===== config.mk =====
export PLATFORM = sky130hd
export DESIGN_NAME = spi_slave_regfile
export DESIGN_NICKNAME = d
export VERILOG_FILES = /design/src/rtl/spi_slave_regfile.sv
export SDC_FILE = /design/constraint.sdc
export NUM_CORES = 1
export LEC_CHECK = 0
export ABC_AREA = 1
export ABC_CLOCK_PERIOD_IN_PS = 8400
export CAP_MARGIN = 20
export CORE_MARGIN = 4
export CORE_UTILIZATION = 55
export DETAILED_ROUTE_END_ITERATION = 10
export DONT_BUFFER_PORTS = 1
export GPL_ROUTABILITY_DRIVEN = 0
export PLACE_DENSITY = 0.7
export SYNTH_ARGS = -nofsm -noshare
export SYNTH_HDL_FRONTEND = slang
export SYNTH_SLANG_ARGS = --single-unit
export TNS_END_PERCENT = 100

===== constraint.sdc =====
create_clock -name clk -period 8.4 [get_ports clk]
set_input_delay 2.1 -clock clk [delete_from_list [all_inputs] [get_ports clk]]
set_output_delay 2.1 -clock clk [all_outputs]
set_load 0.03 [all_outputs]

===== src/rtl/spi_slave_regfile.sv =====
// SPI responder for 12-bit {rw, addr, data} frames backed by a register file shared with a local port.
// Define SPI_SLV_FRAME_ERR_EN to add the frame_err abort-detect output.
module spi_slave_regfile #(
  parameter int RW_FLAG     = 1,
  parameter int ADDR_WIDTH  = 3,
  parameter int DATA_WIDTH  = 8,
  parameter int CMD_WIDTH   = RW_FLAG + ADDR_WIDTH + DATA_WIDTH,
  parameter int SYNC_STAGES = 2
) (
  input  logic                  clk,
  input  logic                  rst,
  input  logic                  sclk,
  input  logic                  cs,
  input  logic                  mosi,
  output logic                  miso,
  output logic                  wr_valid,
  output logic [ADDR_WIDTH-1:0] wr_addr,
  output logic [DATA_WIDTH-1:0] wr_data,
  input  logic                  lcl_wr_en,
  input  logic [ADDR_WIDTH-1:0] lcl_wr_addr,
  input  logic [DATA_WIDTH-1:0] lcl_wr_data,
  input  logic [ADDR_WIDTH-1:0] lcl_rd_addr,
  output logic [DATA_WIDTH-1:0] lcl_rd_data
`ifdef SPI_SLV_FRAME_ERR_EN
  ,
  output logic                  frame_err
`endif
);

  // state   | meaning
  // IDLE    | waiting for cs low
  // CMD     | shifting in the command frame on sclk rise
  // RD_WAIT | read data MSB on miso, waiting out the master turnaround
  // RD_DATA | shifting read data out on sclk fall
  // DONE    | frame finished, ignore sclk until cs rises
  typedef enum logic [2:0] {IDLE, CMD, RD_WAIT, RD_DATA, DONE} state_t;

  localparam int DEPTH = 1 << ADDR_WIDTH;
  localparam int CNT_W = $clog2(CMD_WIDTH + 1);

  state_t                  state;
  logic [CNT_W-1:0]        bit_cnt;
  logic [CMD_WIDTH-2:0]    cmd_sr;
  logic [DATA_WIDTH-1:0]   rd_sr;
  logic [DATA_WIDTH-1:0]   regfile [DEPTH];

  logic [SYNC_STAGES-1:0]  sclk_sync, cs_sync, mosi_sync;
  logic                    sclk_d;
  logic                    sclk_s, cs_s, mosi_s, sclk_rise, sclk_fall;

  logic [CMD_WIDTH-1:0]    cmd_next;
  logic [ADDR_WIDTH-1:0]   cmd_addr;
  logic [DATA_WIDTH-1:0]   cmd_data;
  logic [DATA_WIDTH-1:0]   snapshot;
  logic [DATA_WIDTH-1:0]   rd_shift;

  // cs synchronizer resets to the idle-high level so reset never looks like a frame start
  always_ff @(posedge clk or posedge rst) begin
    if (rst) begin
      sclk_sync <= '0;
      cs_sync   <= '1;
      mosi_sync <= '0;
      sclk_d    <= 1'b0;
    end else begin
      sclk_sync <= {sclk_sync[SYNC_STAGES-2:0], sclk};
      cs_sync   <= {cs_sync[SYNC_STAGES-2:0], cs};
      mosi_sync <= {mosi_sync[SYNC_STAGES-2:0], mosi};
      sclk_d    <= sclk_sync[SYNC_STAGES-1];
    end
  end

  assign sclk_s    = sclk_sync[SYNC_STAGES-1];
  assign cs_s      = cs_sync[SYNC_STAGES-1];
  assign mosi_s    = mosi_sync[SYNC_STAGES-1];
  assign sclk_rise = sclk_s & ~sclk_d;
  assign sclk_fall = ~sclk_s & sclk_d;

  // cmd_sr holds all but the newest bit; the full frame is assembled on the final rise
  assign cmd_next    = {cmd_sr, mosi_s};
  assign cmd_addr    = cmd_next[DATA_WIDTH +: ADDR_WIDTH];
  assign cmd_data    = cmd_next[DATA_WIDTH-1:0];
  assign snapshot    = regfile[cmd_addr];
  assign rd_shift    = rd_sr << 1;
  assign lcl_rd_data = regfile[lcl_rd_addr];

  // SPI commit is applied after the local write so it wins on an address collision
  always_ff @(posedge clk or posedge rst) begin
    if (rst) begin
      for (int i = 0; i < DEPTH; i++) regfile[i] <= '0;
    end else begin
      if (lcl_wr_en) regfile[lcl_wr_addr] <= lcl_wr_data;
      if (wr_valid)  regfile[wr_addr]     <= wr_data;
    end
  end

  always_ff @(posedge clk or posedge rst) begin
    if (rst) begin
      state     <= IDLE;
      bit_cnt   <= '0;
      cmd_sr    <= '0;
      rd_sr     <= '0;
      miso      <= 1'b0;
      wr_valid  <= 1'b0;
      wr_addr   <= '0;
      wr_data   <= '0;
`ifdef SPI_SLV_FRAME_ERR_EN
      frame_err <= 1'b0;
`endif
    end else begin
      wr_valid  <= 1'b0;
`ifdef SPI_SLV_FRAME_ERR_EN
      frame_err <= 1'b0;
`endif
      if (cs_s) begin
`ifdef SPI_SLV_FRAME_ERR_EN
        frame_err <= (state == CMD && bit_cnt != '0) ||
                     state == RD_WAIT || state == RD_DATA;
`endif
        state <= IDLE;
        miso  <= 1'b0;
      end else begin
        case (state)
          IDLE: begin
            bit_cnt <= '0;
            state   <= CMD;
          end
          CMD: begin
            if (sclk_rise) begin
              cmd_sr  <= cmd_next[CMD_WIDTH-2:0];
              bit_cnt <= bit_cnt + CNT_W'(1);
              if (bit_cnt == CNT_W'(CMD_WIDTH - 1)) begin
                if (cmd_next[CMD_WIDTH-1]) begin
                  wr_valid <= 1'b1;
                  wr_addr  <= cmd_addr;
                  wr_data  <= cmd_data;
                  state    <= DONE;
                end else begin
                  rd_sr <= snapshot;
                  miso  <= snapshot[DATA_WIDTH-1];
                  state <= RD_WAIT;
                end
              end
            end
          end
          RD_WAIT: begin
            if (sclk_rise) begin
              bit_cnt <= CNT_W'(1);
              state   <= RD_DATA;
            end
          end
          RD_DATA: begin
            if (sclk_fall) begin
              rd_sr <= rd_shift;
              miso  <= rd_shift[DATA_WIDTH-1];
            end else if (sclk_rise) begin
              bit_cnt <= bit_cnt + CNT_W'(1);
              if (bit_cnt == CNT_W'(DATA_WIDTH - 1)) begin
                state <= DONE;
                miso  <= 1'b0;
              end
            end
          end
          DONE: miso <= 1'b0;
          default: begin
            state <= IDLE;
            miso  <= 1'b0;
          end
        endcase
      end
    end
  end

endmodule

---- Word-level counts from Yosys, hierarchy flattened ----
Cells that the tools add are included.
W data, S select, Z words.
storage, ports and cells
  register bits after elaboration ......... 109
  output and inout bits ................... 21
operators by class
  add/sub/neg operators ................... 1
  order comparisons ....................... 6
  eq/ne operators ......................... 23
  multiplexer cells ....................... 45
  bitwise logic cells ..................... 9
  reductions and logical operators ........ 12
operators by type and width
  cell                   number
  $bwmux W64             2
  $mux W64               2
  $bmux W8 S3            2
  $demux W8 S3           2
  $mux W8                6
  $mux W7                4
  $mux W3                8
  $ne A3 B3 Y1 const B   7
  $ge A4 B4 Y1 const B   4
  $not A3 Y4             4
  $pmux W4 S4            1
  $pmux W3 S5            1
  $ne A2 B2 Y1 const B   7
  $pmux W7 S2            1
  $mux W1                12
  $mux W4                3
  $reduce_and A6 Y1      2
  $lt A4 B1 Y1 const B   2
  $ne A4 B4 Y1 const B   2
  $reduce_and A7 Y1      1
  $eq A3 B2 Y1 const B   2
  $reduce_and A5 Y1      1
  $add A4 B1 Y4 const B  1
  $eq A4 B3 Y1 const B   1
  14 further kinds       18

---- Longest topological paths before layout ----
Gate-level depths: netlist of run 1.
  depth after elaboration ................. 9
  depth in mapped cells ................... 10
  mapped depth without buffers ............ 10

---- Worst setup path after synthesis of run 1 ----
No wires, ideal clock.
  path type ............................... input port to output port
  from .................................... in lcl_rd_addr[1]
  to ...................................... out lcl_rd_data[3]
  data arrival time ....................... 3.263 ns
  slack ................................... 3.037 ns
  stages .................................. 6
  buffers on the path ..................... 2
  path through ............................ buf_2 inv_1 clkbuf_1 a21oi_1 o21ai_0 a31oi_1
on the way
  word-level cells in the longest chain between the ends .. 4
ends and longest elaborated chain
  what                                        RTL line  text
  start: declaration                          22        input logic [ADDR_WIDTH-1:0] lcl_rd_addr,
  $not A3 Y4 (not written as such)            84        assign lcl_rd_data = regfile[lcl_rd_addr];
  $bmux W8 S3                                 84
  $mux W8 (not written as such) (2 in a row)  84
  end: declaration                            23        output logic [DATA_WIDTH-1:0] lcl_rd_data
No other way between the ends. The select of a mux whose other input is x is not followed.

---- Worst setup path in the final report of run 1 ----
  from .................................... in lcl_rd_addr[0]
  to ...................................... out lcl_rd_data[6]
The elaborated chain is that of the path after synthesis.

==> impl_results.md, run 1 <==
* Vias after detailed routing at ~5900
* IO buf count at 0
* Global route overflow at 0
* Total track usage at approximately 28%
* CTS Hold Buffers Added at 0
* CTS Buffer Depth at 2
* Worst hold slack at 0.3537 ns
* Clock slew at reported path FFs at 0.08 ns
* IO Pins at 41
* Number of global-route vias before repair at 5597
* Cts repair resizes at 0
* Outcome: complete, no violations
* Setup Buffers After CTS at 0
* Critical Path RT at 6.30 ns
* Later-pin clock latency in the skew report at 0.36 ns
* Setup TNS at 0 ns
* Mean post-synth cell area at 7.524 sq um
* Most frequent cells in the layout: nand2_1, dfrtp_1, o21ai_0
* Starting Density at 57.18%
* DP Area at about 6300 sq um
* YS warnings at 0
* CTS tree: done
* Die width at between 100 and 150 microns
* Clock sink count at between 100 and 150
* Max IR drop VDD at 181.8 uV
* Unrepaired setup endpoints after global routing: no
* Overall Power at 1.506 mW
* CTS buffer count at 9
* Highest clock rate at 0.1711 GHz
* Synth Register Bits at 109
* Leak Pwr at 3.024 nW
* Finished Layout Cells at 955
* Final antenna-violating net count at 0
* Register area share after synthesis at 43.10%
* Max-Cap Viols at 0
* CP max stage delay at between 0.6 and 0.7 ns
* Syn Inst Count at about 840
* Max stage delay cell, worst path: a31oi_1
* # rows at 38
* Design Area, Final at between 6000 and 7000 sq um
* Post-layout util at 59.86%
* DR vias/cell at approximately 6.1
* Htree depth at 3
* Initial antenna violation count at 0
* Fin crit period at 5.845 ns
* Share of cells above drive strength 1 at 9.080%
* Tcrit/Tclk final at 69.58%
* Crit path DAT at 3.75 ns
* Setup violations, final at 0
* Core Area at 11080 sq um
* Critical path launch point type: input port
* Max-slew headroom at approximately 25%
* Wirelength, routed at 18.06 mm
* Clock Tree Root: clkbuf_16
* Clock skew at 0.007782 ns
* Post-layout nets at 831
* Kind of critical path: in -> out
* Critical Path Fanout Max at 33
* HPWL after DPL at 12.32 mm
* Largest net degree at the start of global routing at 64
* # diodes at 0
* DP Worst Slack at 2.617 ns
* Power per cell area at between 200 and 250 nW/um^2
* Final hold violation count at 0
* HP Class: reg -> reg
* Die area at 13300 sq um
* Final slew viol count at 0
* DR pass1 iterations at 5
* Yosys cell types at 34
* Critical path cell sequence: inv_1, nor2_1, o21ai_0, a21oi_1, a31oi_1
* Drt initial violations at 548
* DP Cell Count at 939
* Die H at around 120 microns
* P&R area growth vs syn at 4.681%
* Slew @ Worst Pin at between 1 and 1.5 ns
* First-pass GRT wire length at 29.10 mm
* CP endpoint kind: output pin
* Leading cell type in the layout, fill and taps excluded: nand2_1
* Netlist Area Pre-Place at roughly 6300 sq um
* DRC Markers at 0
* Post-route setup slack at approximately 2.6 ns
* Mapped Nets at around 860
* WL/cell at around 19 microns
==> kinds of logic after synthesis <==
| logic type | synth area share, % |
|---|---|
| AOI/OAI and AO/OA | 23.37 |
| adders and majority gates | 0.1975 |
| xor gates and xnor gates | 0.1383 |
| DFF | 43.10 |
| and+or+nand+nor | 24.22 |
| buffers and inverters | 8.987 |
==> cell type report <==
class                      instances  area (sq um)
fill                            1047          4447
clock inverter                     7         75.07
timing repair buffer               4         33.78
inverter                          93         356.6
tap                              140         175.2
sequential                       109          2730
clock buffer                       9         225.2
multi-input combinational        593          3035
==> Yosys cell counts, drive strengths merged <==
cell type / n / share of area (%)
nand3: 60 / 4.7
a21oi: 44 / 3.5
buf: 21 / 1.9
dfstp: 2 / 0.83
ha: 1 / 0.20
nor2: 87 / 6.9
nor3: 3 / 0.39
clkinv: 1 / 0.059
dfrtp: 107 / 42
o211ai: 52 / 6.2
a31oi: 25 / 2.5
o22ai: 1 / 0.32
xor2: 1 / 0.14
clkbuf: 26 / 1.5
o21ai: 116 / 10
or2: 1 / 0.14
a211oi: 8 / 0.95
nand2: 193 / 12
inv: 92 / 5.5
nand4: 1 / 0.099
==> critical path, delay by kind of cell <==
family,cells,cell delay [ns]
buffers and inverters,1,0.62
AOI/OAI and AO/OA,3,0.92
and+or+nand+nor,1,0.10
==> state kept, by name, indices dropped and copies added (netlist names) <==
register / cells
sclk_d: 1
mosi_sync: 2
wr_data: 8
regfile: 64
state: 3
wr_valid: 1
rd_sr: 7
cmd_sr: 11
wr_addr: 3
sclk_sync: 2
cs_sync: 2
miso: 1
bit_cnt: 4
==> worst paths after layout <==
check | startpoint | endpoint | slack [ns] | cells past startpoint
max in group asynchronous | rst | bit_cnt[3]$_DFFE_PP0P_ | 5.51 | 2
min reg2reg | sclk_sync[0]$_DFF_PP0_ | sclk_sync[1]$_DFF_PP0_ | 0.35 | 0
min in group asynchronous | rst | mosi_sync[0]$_DFF_PP0_ | 1.68 | 1
max reg2reg | cmd_sr[8]$_DFFE_PP0P_ | miso$_DFFE_PP0P_ | 5.56 | 7
min | sclk_sync[0]$_DFF_PP0_ | sclk_sync[1]$_DFF_PP0_ | 0.35 | 0
max | lcl_rd_addr[0] | lcl_rd_data[6] | 2.55 | 5
==> per-layer routing <==
metal | global-route usage, % | wire length [microns] | up-vias
met5 | 0 | 0 | -
met4 | 11.66 | 665 | 0
met3 | 7.263 | 1561 | 50
met2 | 44.52 | 8316 | 277
met1 | 37.26 | 7516 | 2757
li1 | - | - | 2766
==> report_power, final <==
group          leakage [nW]  internal [mW]  switching, mW
clock network         0.148          0.212          0.222
registers              1.31          0.623         0.0685
logic                  1.57          0.134          0.247
total                  3.02          0.969          0.538
No activity file was read; power rests on OpenSTA's default activity.
==> run 2: changes to the inputs <==
Settings changed: ABC_CLOCK_PERIOD_IN_PS 8400 to 4800, PLACE_DENSITY 0.7 to 0.73.
Clock period 8.4 ns to 4.8 ns, I/O delays scaled along.
==> run 2 against run 1 <==
Clock skew up 0.0036 ns. Non-clock buffer count up 6. Flip-flop and latch count is the same. Via count fell by 0.24%. Design area grew 0.68%. Register-to-register slack lost 3.5 ns. Wire length down 2.3%. Cell count increased by 0.63%. Global-route usage shrank 0.50 points. Largest cell class unchanged. Worst hold slack better by 0.0025 ns.
==> impl_results.md, run 2 (synthesis gave the netlist of run 1 again) <==
* Final slew viol count at 0
* Critical Path Fanout Max at 33
* Die area at 13300 sq um
* Regs by FF count: regfile x64, cmd_sr x11, wr_data x8
* Critical Path RT at approximately 3.6 ns
* CTS tree: done
* Leak Pwr at slightly above 3 nW
* Kind of critical path: in -> out
* HPWL after DPL at 12.25 mm
* CTS Hold Buffers Added at 0
* Max stage delay cell, worst path: a31oi_1
* Global route overflow at 0
* CTS Buffer Depth at 2
* Wirelength, routed at 17.65 mm
* Clock sink count at 109
* Critical path cell sequence: inv_1, nor2_1, o21ai_0, a21oi_1, a31oi_1
* Fin crit period at 3.996 ns
* DR pass1 iterations at 6
* Critical path launch point type: input port
* Max-slew headroom at 30.00%
* First-pass GRT wire length at 28.29 mm
* Starting Density at 57.18%
* P&R area growth vs syn at 5.392%
* DP Area at 6357 sq um
* Design Area, Final at between 6000 and 7000 sq um
* Vias after detailed routing at 5836
* Drt initial violations at ~520
* Buf/Inv on CP at 1
* Largest register FFs at 64
* Most frequent cells in the layout: nand2_1, dfrtp_1, o21ai_0
* Die H at 115.3 microns
* DRC Markers at 0
* Final hold violation count at 0
* Unrepaired setup endpoints after global routing: no
* IO buf count at 0
* Power per cell area at 391.1 nW/um^2
* Initial antenna violation count at 0
* Setup violations, final at 0
* Number of global-route vias before repair at 5450
* Slew @ Worst Pin at 1.050 ns
* Setup TNS at 0 ns
* Crit path DAT at between 2 and 3 ns
* Die width at 115.3 microns
* Max-Cap Viols at 0
* Core Area at 11080 sq um
* # rows at 38
* CP max stage delay at 0.64 ns
* Outcome: complete, no violations
* Max IR drop VDD at 279.2 uV
* # diodes at 0
* Total track usage at 27.74%
* HP Class: reg -> reg
* IO Pins at 41
* CP endpoint kind: output pin
* Cts repair resizes at 0
* Clock skew at 0.01138 ns
* Highest clock rate at 0.2502 GHz
* Leading cell type in the layout, fill and taps excluded: nand2_1
* Share of cells above drive strength 1 at 9.622%
* Tcrit/Tclk final at between 80 and 90%
* Critical path's top delay family: compound AO/OA/AOI/OAI gates
* DR vias/cell at 6.073
* Clock Tree Root: clkbuf_16
* Final antenna-violating net count at 0
* Post-layout nets at 837
* Most flops, register: regfile
* WL/cell at 18.36 microns
* Post-layout util at 60.27%
* Later-pin clock latency in the skew report at 0.36 ns
* Clock slew at reported path FFs at 0.07 ns
* Setup Buffers After CTS at 0
* Largest net degree at the start of global routing at 79
* Htree depth at 3
* CTS buffer count at 9
## run 2: cell count changes in the layout (fill, tap and decap cells not counted), sizes merged
cell	delta
buf	+6
clkinv	-2
clkbuf	+1
inv	+1
## run 2: report_power, final
group,internal (mW),switching (mW)
registers,1.09,0.123
logic,0.243,0.431
clock network,0.363,0.360
## run 2: final timing paths
path / startpoint / to / slack [ns] / cells after the start
min in group asynchronous: rst / cmd_sr[3]$_DFFE_PP0P_ / 0.62 / 1
worst max register to register: cmd_sr[8]$_DFFE_PP0P_ / miso$_DFFE_PP0P_ / 2.09 / 7
worst min-delay path: mosi_sync[0]$_DFF_PP0_ / mosi_sync[1]$_DFF_PP0_ / 0.36 / 0
worst min register to register: mosi_sync[0]$_DFF_PP0_ / mosi_sync[1]$_DFF_PP0_ / 0.36 / 0
worst max-delay path: lcl_rd_addr[0] / lcl_rd_data[6] / 0.80 / 5
max in group asynchronous: rst / regfile[24]$_DFF_PP0_ / 3.33 / 3
## run 2: area by class of cell
type | count | area, sq um
multi-input combinational | 593 | 3035
inverter | 93 | 356.6
sequential | 109 | 2730
clock inverter | 6 | 51.30
tap | 140 | 175.2
timing repair buffer | 10 | 98.84
clock buffer | 10 | 229.0
fill | 977 | 4402
## run 2: stage by stage
step	hold slack, ns	setup slack [ns]	cells	power, mW
after detailed placement	0.3365	0.8374	943	1.891
after global placement	0.3352	0.9167	943	1.863
final	0.3562	0.8039	961	2.611
after floorplan	0.3312	0.7294	842	1.745
after global routing	0.3642	0.6559	961	2.776
after CTS	0.3538	0.8331	959	2.611
## run 2: per-layer routing
layer	GRT usage, %	wire, microns	vias up
li1	-	-	2766
met1	35.76	6993	2758
met2	44.91	8441	264
met3	6.421	1587	48
met4	12.05	625	0
met5	0	0	-
